===== config.mk =====
export PLATFORM = sky130hd
export DESIGN_NAME = poly_pack_stream
export DESIGN_NICKNAME = d
export VERILOG_FILES = /design/src/rtl/dilithium_pkg.sv /design/src/rtl/coeff_offset_chk.sv /design/src/rtl/poly_pack_stream.sv
export SDC_FILE = /design/constraint.sdc
export NUM_CORES = 1
export LEC_CHECK = 0
export CAP_MARGIN = 30
export CORE_ASPECT_RATIO = 1.1
export CORE_MARGIN = 2
export CORE_UTILIZATION = 52
export CTS_CLUSTER_DIAMETER = 80
export DETAILED_ROUTE_END_ITERATION = 8
export GPL_ROUTABILITY_DRIVEN = 0
export PLACE_DENSITY_LB_ADDON = 0.15
export RECOVER_POWER = 50
export SLEW_MARGIN = 15
export SYNTH_ARGS = -nofsm -noshare
export SYNTH_HDL_FRONTEND = slang
export SYNTH_HIERARCHICAL = 1
export SYNTH_SLANG_ARGS = --single-unit

===== constraint.sdc =====
create_clock -name clk -period 2.2 [get_ports clk]
set_input_delay 0.44 -clock clk [delete_from_list [all_inputs] [get_ports clk]]
set_output_delay 0.44 -clock clk [all_outputs]
set_load 0.05 [all_outputs]

===== src/rtl/dilithium_pkg.sv =====
// Shared constants for the Dilithium serialisation path: frame size, per-encoder
// packing modes and the packer FSM state type.
package dilithium_pkg;

    localparam int unsigned N = 256;

    typedef struct packed {
        logic [31:0] coeff_w;
        logic        sub_en;
        logic [31:0] offset;
    } pack_mode_t;

    // (coeff_w, sub_en, offset) per encoder; offsets are ETA, 2^(D-1) and GAMMA1.
    localparam pack_mode_t MODE_T1    = '{coeff_w: 32'd10, sub_en: 1'b0, offset: 32'd0};
    localparam pack_mode_t MODE_T0    = '{coeff_w: 32'd13, sub_en: 1'b1, offset: 32'd4096};
    localparam pack_mode_t MODE_ETA2  = '{coeff_w: 32'd3,  sub_en: 1'b1, offset: 32'd2};
    localparam pack_mode_t MODE_ETA4  = '{coeff_w: 32'd4,  sub_en: 1'b1, offset: 32'd4};
    localparam pack_mode_t MODE_Z17   = '{coeff_w: 32'd18, sub_en: 1'b1, offset: 32'd131072};
    localparam pack_mode_t MODE_Z19   = '{coeff_w: 32'd20, sub_en: 1'b1, offset: 32'd524288};
    localparam pack_mode_t MODE_W1_88 = '{coeff_w: 32'd6,  sub_en: 1'b0, offset: 32'd0};
    localparam pack_mode_t MODE_W1_32 = '{coeff_w: 32'd4,  sub_en: 1'b0, offset: 32'd0};

    typedef enum logic {
        StRun,
        StDrain
    } pack_state_e;

endpackage


===== src/rtl/coeff_offset_chk.sv =====
// Combinational front end of the packer: optional OFFSET - a, field extraction
// and a flag for values that do not fit in COEFF_W bits.
module coeff_offset_chk #(
    parameter int unsigned COEFF_W = 10,
    parameter bit          SUB_EN  = 1'b0,
    parameter logic [31:0] OFFSET  = 32'd0
) (
    input  logic [31:0]        coeff,
    output logic [COEFF_W-1:0] field,
    output logic               out_of_range
);

    logic [31:0] v;

    always_comb begin
        v = SUB_EN ? (OFFSET - coeff) : coeff;
    end

    assign field        = v[COEFF_W-1:0];
    assign out_of_range = |v[31:COEFF_W];

endmodule


===== src/rtl/poly_pack_stream.sv =====
// Streaming polynomial bit-packer: concatenates the low COEFF_W bits of each
// coefficient LSB-first and emits the stream as OUT_W-bit words, one frame per N.
module poly_pack_stream #(
    parameter int unsigned N       = dilithium_pkg::N,
    parameter int unsigned COEFF_W = 10,
    parameter int unsigned OUT_W   = 8,
    parameter bit          SUB_EN  = 1'b0,
    parameter logic [31:0] OFFSET  = 32'd0
) (
    input  logic             clk,
    input  logic             rst,
    input  logic             in_valid,
    output logic             in_ready,
    input  logic [31:0]      in_coeff,
    output logic             out_valid,
    input  logic             out_ready,
    output logic [OUT_W-1:0] out_data,
    output logic             out_last,
    output logic             range_err
);
    import dilithium_pkg::*;

    localparam int unsigned ACC_W  = OUT_W + COEFF_W - 1;
    localparam int unsigned FILL_W = $clog2(OUT_W + COEFF_W);
    localparam int unsigned WORDS  = N * COEFF_W / OUT_W;
    localparam int unsigned CIN_W  = (N > 1) ? $clog2(N) : 1;
    localparam int unsigned WOUT_W = (WORDS > 1) ? $clog2(WORDS) : 1;

    if (COEFF_W < 3 || COEFF_W > 20 || ((N * COEFF_W) % OUT_W) != 0) begin : g_param_err
        $error("poly_pack_stream: illegal COEFF_W/OUT_W/N combination");
    end

    pack_state_e        state_q, state_d;
    logic [ACC_W-1:0]   acc_q, acc_d;
    logic [FILL_W-1:0]  fill_q, fill_d;
    logic [CIN_W-1:0]   cin_q, cin_d;
    logic [WOUT_W-1:0]  wout_q, wout_d;
    logic               range_err_q, range_err_d;

    logic [COEFF_W-1:0] field;
    logic               out_of_range;
    logic               in_fire, out_fire, last_word;

    coeff_offset_chk #(
        .COEFF_W (COEFF_W),
        .SUB_EN  (SUB_EN),
        .OFFSET  (OFFSET)
    ) u_coeff_offset_chk (
        .coeff        (in_coeff),
        .field        (field),
        .out_of_range (out_of_range)
    );

    // Outputs depend only on registered state; accept-in and accept-out are
    // mutually exclusive because they test opposite sides of fill vs OUT_W.
    always_comb begin
        state_d     = state_q;
        acc_d       = acc_q;
        fill_d      = fill_q;
        cin_d       = cin_q;
        wout_d      = wout_q;
        range_err_d = range_err_q;

        in_ready  = (state_q == StRun) && (fill_q < FILL_W'(OUT_W));
        out_valid = (fill_q >= FILL_W'(OUT_W));
        out_data  = acc_q[OUT_W-1:0];
        last_word = (wout_q == WOUT_W'(WORDS - 1));
        out_last  = out_valid && last_word;
        range_err = range_err_q;

        in_fire  = in_valid && in_ready;
        out_fire = out_valid && out_ready;

        if (in_fire) begin
            acc_d       = acc_q | (ACC_W'(field) << fill_q);
            fill_d      = fill_q + FILL_W'(COEFF_W);
            cin_d       = cin_q + 1'b1;
            range_err_d = range_err_q | out_of_range;
            if (cin_q == CIN_W'(N - 1)) begin
                state_d = StDrain;
            end
        end

        if (out_fire) begin
            if (last_word) begin
                state_d = StRun;
                acc_d   = '0;
                fill_d  = '0;
                cin_d   = '0;
                wout_d  = '0;
            end else begin
                acc_d  = acc_q >> OUT_W;
                fill_d = fill_q - FILL_W'(OUT_W);
                wout_d = wout_q + 1'b1;
            end
        end
    end

    always_ff @(posedge clk) begin
        if (rst) begin
            state_q     <= StRun;
            acc_q       <= '0;
            fill_q      <= '0;
            cin_q       <= '0;
            wout_q      <= '0;
            range_err_q <= 1'b0;
        end else begin
            state_q     <= state_d;
            acc_q       <= acc_d;
            fill_q      <= fill_d;
            cin_q       <= cin_d;
            wout_q      <= wout_d;
            range_err_q <= range_err_d;
        end
    end

endmodule


==> results of run 1 <==
==> registers in the layout, summed over array words and instances, names as in the netlist <==
signal / cells
fill_q: 4
cin_q: 8
wout_q: 9
range_err: 1
state_q: 1
acc_q: 17
==> through the flow <==
stage | util | total power [W] | cells
2_1_floorplan | - | 0.00222 | 270
3_3_place_gp | 0.658 | 0.00270 | 355
3_5_place_dp | 0.658 | 0.00272 | 355
4_1_cts | 0.687 | 0.00336 | 363
5_1_grt | 0.680 | 0.00345 | 362
6_report | 0.680 | 0.00327 | 362
==> kinds of logic (layout without fill, tap and decap cells) <==
| family | count (synthesis) | in the layout | share of synthesized area |
|---|---|---|---|
| AO/OA/AOI/OAI | 62 | 62 | 0.207 |
| XOR/XNOR | 12 | 12 | 0.0440 |
| adder cells (fa/ha/maj) | 4 | 4 | 0.0209 |
| buffers and inverters | 41 | 79 | 0.106 |
| flip-flops | 40 | 40 | 0.335 |
| multiplexers | 14 | 14 | 0.0659 |
| AND/OR/NAND/NOR | 97 | 97 | 0.221 |
==> routing by layer <==
layer	part of all wire	up-vias
met5	0	-
met4	0.029	0
met3	0.039	14
met2	0.49	47
met1	0.44	972
li1	-	1064
==> path summary, 6_finish.rpt <==
path,cells past startpoint,endpoint
max,4,out_last
min reg2reg,2,range_err
min,2,range_err
max reg2reg,5,fill_q[3]
==> cells in the final DEF (no fill, tap or decap), drive strengths merged, types with 3 or more instances in the layout <==
cell type,instances
o22ai,5
nor2b,4
clkbuf,10
a22oi,3
a221o,5
mux2,4
nor3,5
nor4b,3
nor4,8
dfxtp,40
nand3,8
o31ai,3
or3,6
mux2i,9
a22o,4
buf,15
xnor2,9
or4,3
clkdlybuf4s50,39
inv,6
nand2,16
nand2b,3
a31oi,3
a21oi,14
nor2,25
nand4,6
clkinv,3
ha,4
dlygate4sd3,5
o2bb2ai,3
o21ai,6
a211oi,3
xor2,3
==> cell type report <==
class                      count  area share
multi-input combinational    189       0.455
sequential                    40       0.271
timing repair buffer          64       0.202
clock buffer                   5      0.0233
tap                           54      0.0229
clock inverter                 3      0.0161
inverter                       7     0.00889
==> critical path, cell delays in order (launching register included) <==
cell and delay [ns]:
sky130_fd_sc_hd__dfxtp_1 0.42, sky130_fd_sc_hd__ha_1 0.27, sky130_fd_sc_hd__nand4_1 0.29, sky130_fd_sc_hd__a21oi_4 0.23, sky130_fd_sc_hd__buf_12 0.15
==> repair_timing <==
action                     in CTS  in global routing
gates resized for setup         3                  0
pin swaps                       0                  0
setup endpoints to repair       1                  1
==> report_power, final <==
group,leakage (nW),internal (W),switching [W]
Sequential,0.325,0.000852,0.0000974
Combinational,0.645,0.000677,0.00104
Clock,0.0583,0.000342,0.000268
==> impl_metrics.prom, run 1 <==
# TYPE chip_impl_metric gauge
chip_impl_info{name="rr_startpoint",value="fill_q[3]"} 1
chip_impl_metric{name="synth_enable_flop_cells",unit=""} 0
chip_impl_metric{name="cp_data_required_time",unit="ns"} 1.76
chip_impl_metric{name="io_buffers",unit=""} 47
chip_impl_metric{name="grt_use_met3",unit=""} 0.0478
chip_impl_metric{name="fin_crit_sh",unit=""} 0.954
chip_impl_metric{name="final_antenna_net_count",unit=""} 0
chip_impl_metric{name="cts_setup_buffers",unit=""} 0
chip_impl_metric{name="fin_tns_setup",unit="ns"} 0
chip_impl_metric{name="multi_input_comb_area",unit="µm²"} 1350
chip_impl_metric{name="final.fill_count",unit=""} 373
chip_impl_info{name="grt_setup_unrepaired",value="no"} 1
chip_impl_metric{name="maximum_fanout_count_along_the_critical_path",unit=""} 6
chip_impl_metric{name="slew_headroom",unit=""} 0.659
chip_impl_info{name="setup.worst_path.end_class",value="output pin"} 1
chip_impl_metric{name="final_hold_viol_count",unit=""} 0
chip_impl_metric{name="worst_slack",unit="ns"} 0.100
chip_impl_metric{name="drv_slew",unit=""} 0
chip_impl_metric{name="htreeDepth",unit=""} 2
chip_impl_metric{name="max_clock_freq",unit="GHz"} 0.476
chip_impl_metric{name="clock_sink_count",unit=""} 40
chip_impl_metric{name="yosys.cell_types.count",unit=""} 53
chip_impl_info{name="hp-start",value="range_err"} 1
chip_impl_metric{name="clock_tree.buffer_depth",unit=""} 2
chip_impl_metric{name="clkSlewWorstSetupHoldPaths",unit="ns"} 0.08
chip_impl_metric{name="critical_path_arrival",unit="ns"} 1.66
chip_impl_metric{name="num_vias",unit=""} 2097
chip_impl_metric{name="placement_row_count",unit=""} 25
chip_impl_metric{name="nets",unit=""} 347
chip_impl_metric{name="whs",unit="ns"} 0.468
chip_impl_metric{name="dr.first_iter.drc_count",unit=""} 116
chip_impl_metric{name="cts.hold.buffers_added",unit=""} 0
chip_impl_metric{name="synth.ff_latch_count",unit=""} 40
chip_impl_metric{name="pwr_density_cell",unit="nW/µm²"} 1110
chip_impl_metric{name="core",unit="µm²"} 4350
chip_impl_metric{name="setup_viol_count_final",unit=""} 0
chip_impl_metric{name="grt_pass1_wl",unit="mm"} 8.83
chip_impl_info{name="criticalPathCategory",value="register to output pin"} 1
chip_impl_metric{name="synthesis.instances",unit=""} 270
chip_impl_metric{name="yosysSeqAreaShare",unit=""} 0.335
chip_impl_metric{name="ff_latch_area",unit="µm²"} 802
chip_impl_metric{name="top_level_ports",unit=""} 48
chip_impl_info{name="yosys-top-cells-count",value="sky130_fd_sc_hd__dfxtp_1, sky130_fd_sc_hd__nor2_1, sky130_fd_sc_hd__buf_4"} 1
chip_impl_metric{name="groute.layer.met1.usage",unit=""} 0.281
chip_impl_metric{name="post_dp_cell_area",unit="µm²"} 2860
chip_impl_metric{name="share_of_layout_cells_above_drive_strength_1",unit=""} 0.127
chip_impl_info{name="synth_top_flop_cell",value="sky130_fd_sc_hd__dfxtp_1"} 1
chip_impl_metric{name="worst_pin_slew",unit="ns"} 0.509
chip_impl_metric{name="fp.dieArea",unit="µm²"} 5160
chip_impl_info{name="synth_area_leader_cell",value="sky130_fd_sc_hd__dfxtp_1"} 1
chip_impl_metric{name="routed_via_count_divided_by_cell_count",unit=""} 5.79
chip_impl_metric{name="clock_latency_on_the_worst_skew_pair",unit="ns"} 0.30
chip_impl_metric{name="peakVddDrop",unit="V"} 0.000812
chip_impl_metric{name="insertedDiodeCount",unit=""} 0
chip_impl_info{name="grt_most_used_layer",value="met2"} 1
chip_impl_info{name="worst_setup_path_startpoint",value="wout_q[0]"} 1
chip_impl_info{name="cp-start-kind",value="register"} 1
chip_impl_metric{name="final_clock_skew",unit="ns"} 0.00877
chip_impl_metric{name="pin_count_of_the_biggest_net_entering_global_routing",unit=""} 24
chip_impl_metric{name="grt_use_total",unit=""} 0.225
chip_impl_metric{name="synth_async_sr_flop_share",unit=""} 0
chip_impl_metric{name="pre_cts_ws",unit="ns"} 0.107
chip_impl_metric{name="synthToLayoutAreaGrowth",unit="%"} 23.6
chip_impl_metric{name="synth_top_cell_area_share",unit=""} 0.335
chip_impl_metric{name="floorplan.initialDensity",unit=""} 0.550
chip_impl_info{name="synth.top_cells.by_area",value="sky130_fd_sc_hd__dfxtp_1, sky130_fd_sc_hd__buf_4, sky130_fd_sc_hd__mux2i_1"} 1
chip_impl_info{name="hold_path_class",value="register to register"} 1
chip_impl_metric{name="detail_route.wl_per_cell",unit="µm"} 15.0
chip_impl_metric{name="avg_synthesized_cell_area",unit="µm²"} 8.86
chip_impl_metric{name="final_design_area_no_fill",unit="µm²"} 2960
chip_impl_metric{name="height_of_the_die",unit="µm"} 75.1
chip_impl_metric{name="detailedPlacementHpwl",unit="mm"} 4.13
chip_impl_metric{name="total_drc_errors_in_the_routed_layout",unit=""} 0
chip_impl_metric{name="r2r_setup_slack",unit="ns"} 0.13
chip_impl_info{name="cts_tree",value="done"} 1
chip_impl_metric{name="grtUsageMet2",unit=""} 0.376
chip_impl_metric{name="global_route.overflow_total",unit=""} 0
chip_impl_metric{name="p_leak",unit="nW"} 1.03
chip_impl_metric{name="grt_pass1_vias",unit=""} 1965
chip_impl_metric{name="antenna_found_initial",unit=""} 0
chip_impl_metric{name="timing.max_cap.violations",unit=""} 0
chip_impl_metric{name="syn_nets",unit=""} 310
chip_impl_metric{name="ys_warn_count",unit=""} 6
chip_impl_metric{name="mappedNetlistArea",unit="µm²"} 2390
chip_impl_info{name="outcome",value="finished, final reports clean"} 1
chip_impl_metric{name="finalWorstPathRequiredPeriod",unit="ns"} 2.10
chip_impl_metric{name="first_pass_drt_iterations",unit=""} 4
chip_impl_metric{name="cts_made_buffers",unit=""} 5
chip_impl_info{name="clockRootBuffer",value="sky130_fd_sc_hd__clkbuf_8"} 1
chip_impl_metric{name="floorplan.die.width",unit="µm"} 68.7
chip_impl_info{name="yosys.cell_count.top_type",value="sky130_fd_sc_hd__dfxtp_1"} 1
chip_impl_metric{name="detail_route.wirelength",unit="mm"} 5.44
Power figures use the tool's default switching activity.
==> run 2, diff against run 1 <==
Settings changed: MAX_ROUTING_LAYER set to met4.
==> run 2 against run 1 <==
  * Cell count is the same
  * Clock skew about the same
  * Via count grew 0.14%
  * Sequential cell count did not move
  * Non-clock buffer count unchanged
  * Routed wire length is 0.11% higher
  * Register-to-register slack hardly changed
  * Hold slack got worse by 0.00080 ns
  * Clock power about the same
  * Global-route usage rose by 0.78 points
  * First-iteration DRC count down 8.6%
  * Largest power group unchanged
==> impl_metrics.prom, run 2 (synthesized netlist as in run 1, its figures left out) <==
# TYPE chip_impl_metric gauge
chip_impl_metric{name="insertedDiodeCount",unit=""} 0
chip_impl_metric{name="peakVddDrop",unit="V"} 0.000811
chip_impl_metric{name="floorplan.initialDensity",unit=""} 0.550
chip_impl_metric{name="grtUsageMet2",unit=""} 0.379
chip_impl_metric{name="detailedPlacementHpwl",unit="mm"} 4.13
chip_impl_metric{name="placement_row_count",unit=""} 25
chip_impl_metric{name="pin_count_of_the_biggest_net_entering_global_routing",unit=""} 24
chip_impl_metric{name="post_dp_cell_area",unit="µm²"} 2860
chip_impl_metric{name="clock_latency_on_the_worst_skew_pair",unit="ns"} 0.30
chip_impl_metric{name="slew_headroom",unit=""} 0.659
chip_impl_metric{name="fin_cells",unit=""} 362
chip_impl_metric{name="antenna_found_initial",unit=""} 0
chip_impl_metric{name="finalWorstPathRequiredPeriod",unit="ns"} 2.10
chip_impl_metric{name="timing.max_cap.violations",unit=""} 0
chip_impl_metric{name="worst_pin_slew",unit="ns"} 0.509
chip_impl_metric{name="final_antenna_net_count",unit=""} 0
chip_impl_metric{name="cp_data_required_time",unit="ns"} 1.76
chip_impl_metric{name="final.fill_count",unit=""} 373
chip_impl_info{name="setup.worst_path.end_class",value="output pin"} 1
chip_impl_metric{name="pre_cts_ws",unit="ns"} 0.107
chip_impl_metric{name="fin_tns_setup",unit="ns"} 0
chip_impl_metric{name="whs",unit="ns"} 0.467
chip_impl_metric{name="max_clock_freq",unit="GHz"} 0.476
chip_impl_metric{name="htreeDepth",unit=""} 2
chip_impl_metric{name="floorplan.die.width",unit="µm"} 68.7
chip_impl_metric{name="final_clock_skew",unit="ns"} 0.00907
chip_impl_info{name="cp-start-kind",value="register"} 1
chip_impl_metric{name="final_hold_viol_count",unit=""} 0
chip_impl_metric{name="io_buffers",unit=""} 47
chip_impl_info{name="criticalPathCategory",value="register to output pin"} 1
chip_impl_metric{name="detail_route.wirelength",unit="mm"} 5.44
chip_impl_info{name="reg_top3",value="acc_q: 17 flops, wout_q: 9 flops, cin_q: 8 flops"} 1
chip_impl_info{name="registers.top_by_ff_count",value="acc_q"} 1
chip_impl_metric{name="cts_made_buffers",unit=""} 5
chip_impl_metric{name="fp.dieArea",unit="µm²"} 5160
chip_impl_metric{name="placed_cells",unit=""} 355
chip_impl_metric{name="dr.first_iter.drc_count",unit=""} 106
chip_impl_metric{name="num_vias",unit=""} 2100
chip_impl_metric{name="fin_crit_sh",unit=""} 0.954
chip_impl_metric{name="total_drc_errors_in_the_routed_layout",unit=""} 0
chip_impl_metric{name="largest_reg_flops",unit=""} 17
chip_impl_metric{name="critical_path_arrival",unit="ns"} 1.66
chip_impl_metric{name="first_pass_drt_iterations",unit=""} 4
chip_impl_info{name="hold_path_class",value="register to register"} 1
chip_impl_metric{name="ff_latch_area",unit="µm²"} 802
chip_impl_metric{name="clkSlewWorstSetupHoldPaths",unit="ns"} 0.08
chip_impl_info{name="layout.cells.most_common_list",value="sky130_fd_sc_hd__dfxtp_1, sky130_fd_sc_hd__clkdlybuf4s50_1, sky130_fd_sc_hd__nor2_1, sky130_fd_sc_hd__nand2_1, sky130_fd_sc_hd__buf_4"} 1
chip_impl_info{name="most_common_library_cell_in_the_layout_ignoring_fill_and_taps",value="sky130_fd_sc_hd__dfxtp_1"} 1
chip_impl_metric{name="clock_tree.buffer_depth",unit=""} 2
chip_impl_metric{name="global_route.overflow_total",unit=""} 0
chip_impl_metric{name="synthToLayoutAreaGrowth",unit="%"} 23.6
chip_impl_info{name="cts_tree",value="done"} 1
chip_impl_metric{name="drv_slew",unit=""} 0
chip_impl_metric{name="nets",unit=""} 347
chip_impl_metric{name="pwr_density_cell",unit="nW/µm²"} 1110
chip_impl_metric{name="top_level_ports",unit=""} 48
chip_impl_metric{name="multi_input_comb_area",unit="µm²"} 1350
chip_impl_metric{name="grt_use_met3",unit=""} 0.0493
chip_impl_metric{name="height_of_the_die",unit="µm"} 75.1
chip_impl_metric{name="core",unit="µm²"} 4350
chip_impl_metric{name="routed_via_count_divided_by_cell_count",unit=""} 5.80
chip_impl_metric{name="groute.layer.met1.usage",unit=""} 0.281
chip_impl_metric{name="final_design_area_no_fill",unit="µm²"} 2960
chip_impl_metric{name="p_leak",unit="nW"} 1.03
chip_impl_metric{name="cts.hold.buffers_added",unit=""} 0
chip_impl_metric{name="setup_viol_count_final",unit=""} 0
chip_impl_info{name="clockRootBuffer",value="sky130_fd_sc_hd__clkbuf_8"} 1
chip_impl_metric{name="grt_pass1_wl",unit="mm"} 8.87
chip_impl_metric{name="clock_sink_count",unit=""} 40
chip_impl_metric{name="grt_pass1_vias",unit=""} 1958
chip_impl_info{name="grt_setup_unrepaired",value="no"} 1
chip_impl_metric{name="detail_route.wl_per_cell",unit="µm"} 15.0
chip_impl_metric{name="maximum_fanout_count_along_the_critical_path",unit=""} 6
chip_impl_metric{name="worst_slack",unit="ns"} 0.101
chip_impl_info{name="outcome",value="finished, final reports clean"} 1
chip_impl_metric{name="grt_use_total",unit=""} 0.233
chip_impl_info{name="grt_most_used_layer",value="met2"} 1
chip_impl_metric{name="share_of_layout_cells_above_drive_strength_1",unit=""} 0.127
[run 2: cell count changes in the layout (fill, tap and decap cells not counted)]
cell                              change
sky130_fd_sc_hd__clkdlybuf4s50_1      -2
sky130_fd_sc_hd__dlygate4sd3_1        +2
[run 2: per-stage QoR]
stage,total power (W),util
floorplan,0.00222,-
global placement,0.00270,0.658
detailed placement,0.00272,0.658
global route,0.00345,0.680
CTS,0.00336,0.687
finish,0.00327,0.680
[run 2: worst max-delay path: stages (launching register included)]
cell	delay, ns
sky130_fd_sc_hd__dfxtp_1	0.42
sky130_fd_sc_hd__ha_1	0.27
sky130_fd_sc_hd__nand4_1	0.29
sky130_fd_sc_hd__a21oi_4	0.23
sky130_fd_sc_hd__buf_12	0.15
[run 2: cell type report]
class,count,area share
repair buffers,64,0.202
flip-flops and latches,40,0.271
well taps,54,0.0229
inverters,7,0.00889
multi-input cells,189,0.455
clock buffers,5,0.0233
clock inverters,3,0.0161
[run 2: path summary, 6_finish.rpt]
check / cells after the start / start / slack, ns / endpoint
hold reg to reg: 2 / range_err / 0.47 / range_err
hold / removal: 2 / range_err / 0.47 / range_err
setup reg to reg: 5 / fill_q[3] / 0.12 / fill_q[3]
setup / recovery: 4 / wout_q[0] / 0.10 / out_last
[run 2: repair_timing]
item / in CTS / in global routing
gates resized for setup: 3 / 0
buffers inserted: 0 / 0
setup endpoints to repair: 1 / 1
[run 2: power breakdown]
group | internal, W | total (W) | switching [W]
registers | 0.000852 | 0.000949 | 0.0000973
clock network | 0.000342 | 0.000612 | 0.000270
logic | 0.000674 | 0.00171 | 0.00104
[run 2: routing by layer]
layer / wire length (µm) / vias to the layer above
li1: - / 1066
met1: 2440 / 973
met2: 2630 / 47
met3: 215 / 14
met4: 160 / 0
met5: 0 / -
==> run 3, diff against run 2 <==
Settings changed: CTS_CLUSTER_SIZE set to 8.
==> results of run 3 <==
Same layout as run 2: the final DEF is identical, and so are final timing and power.
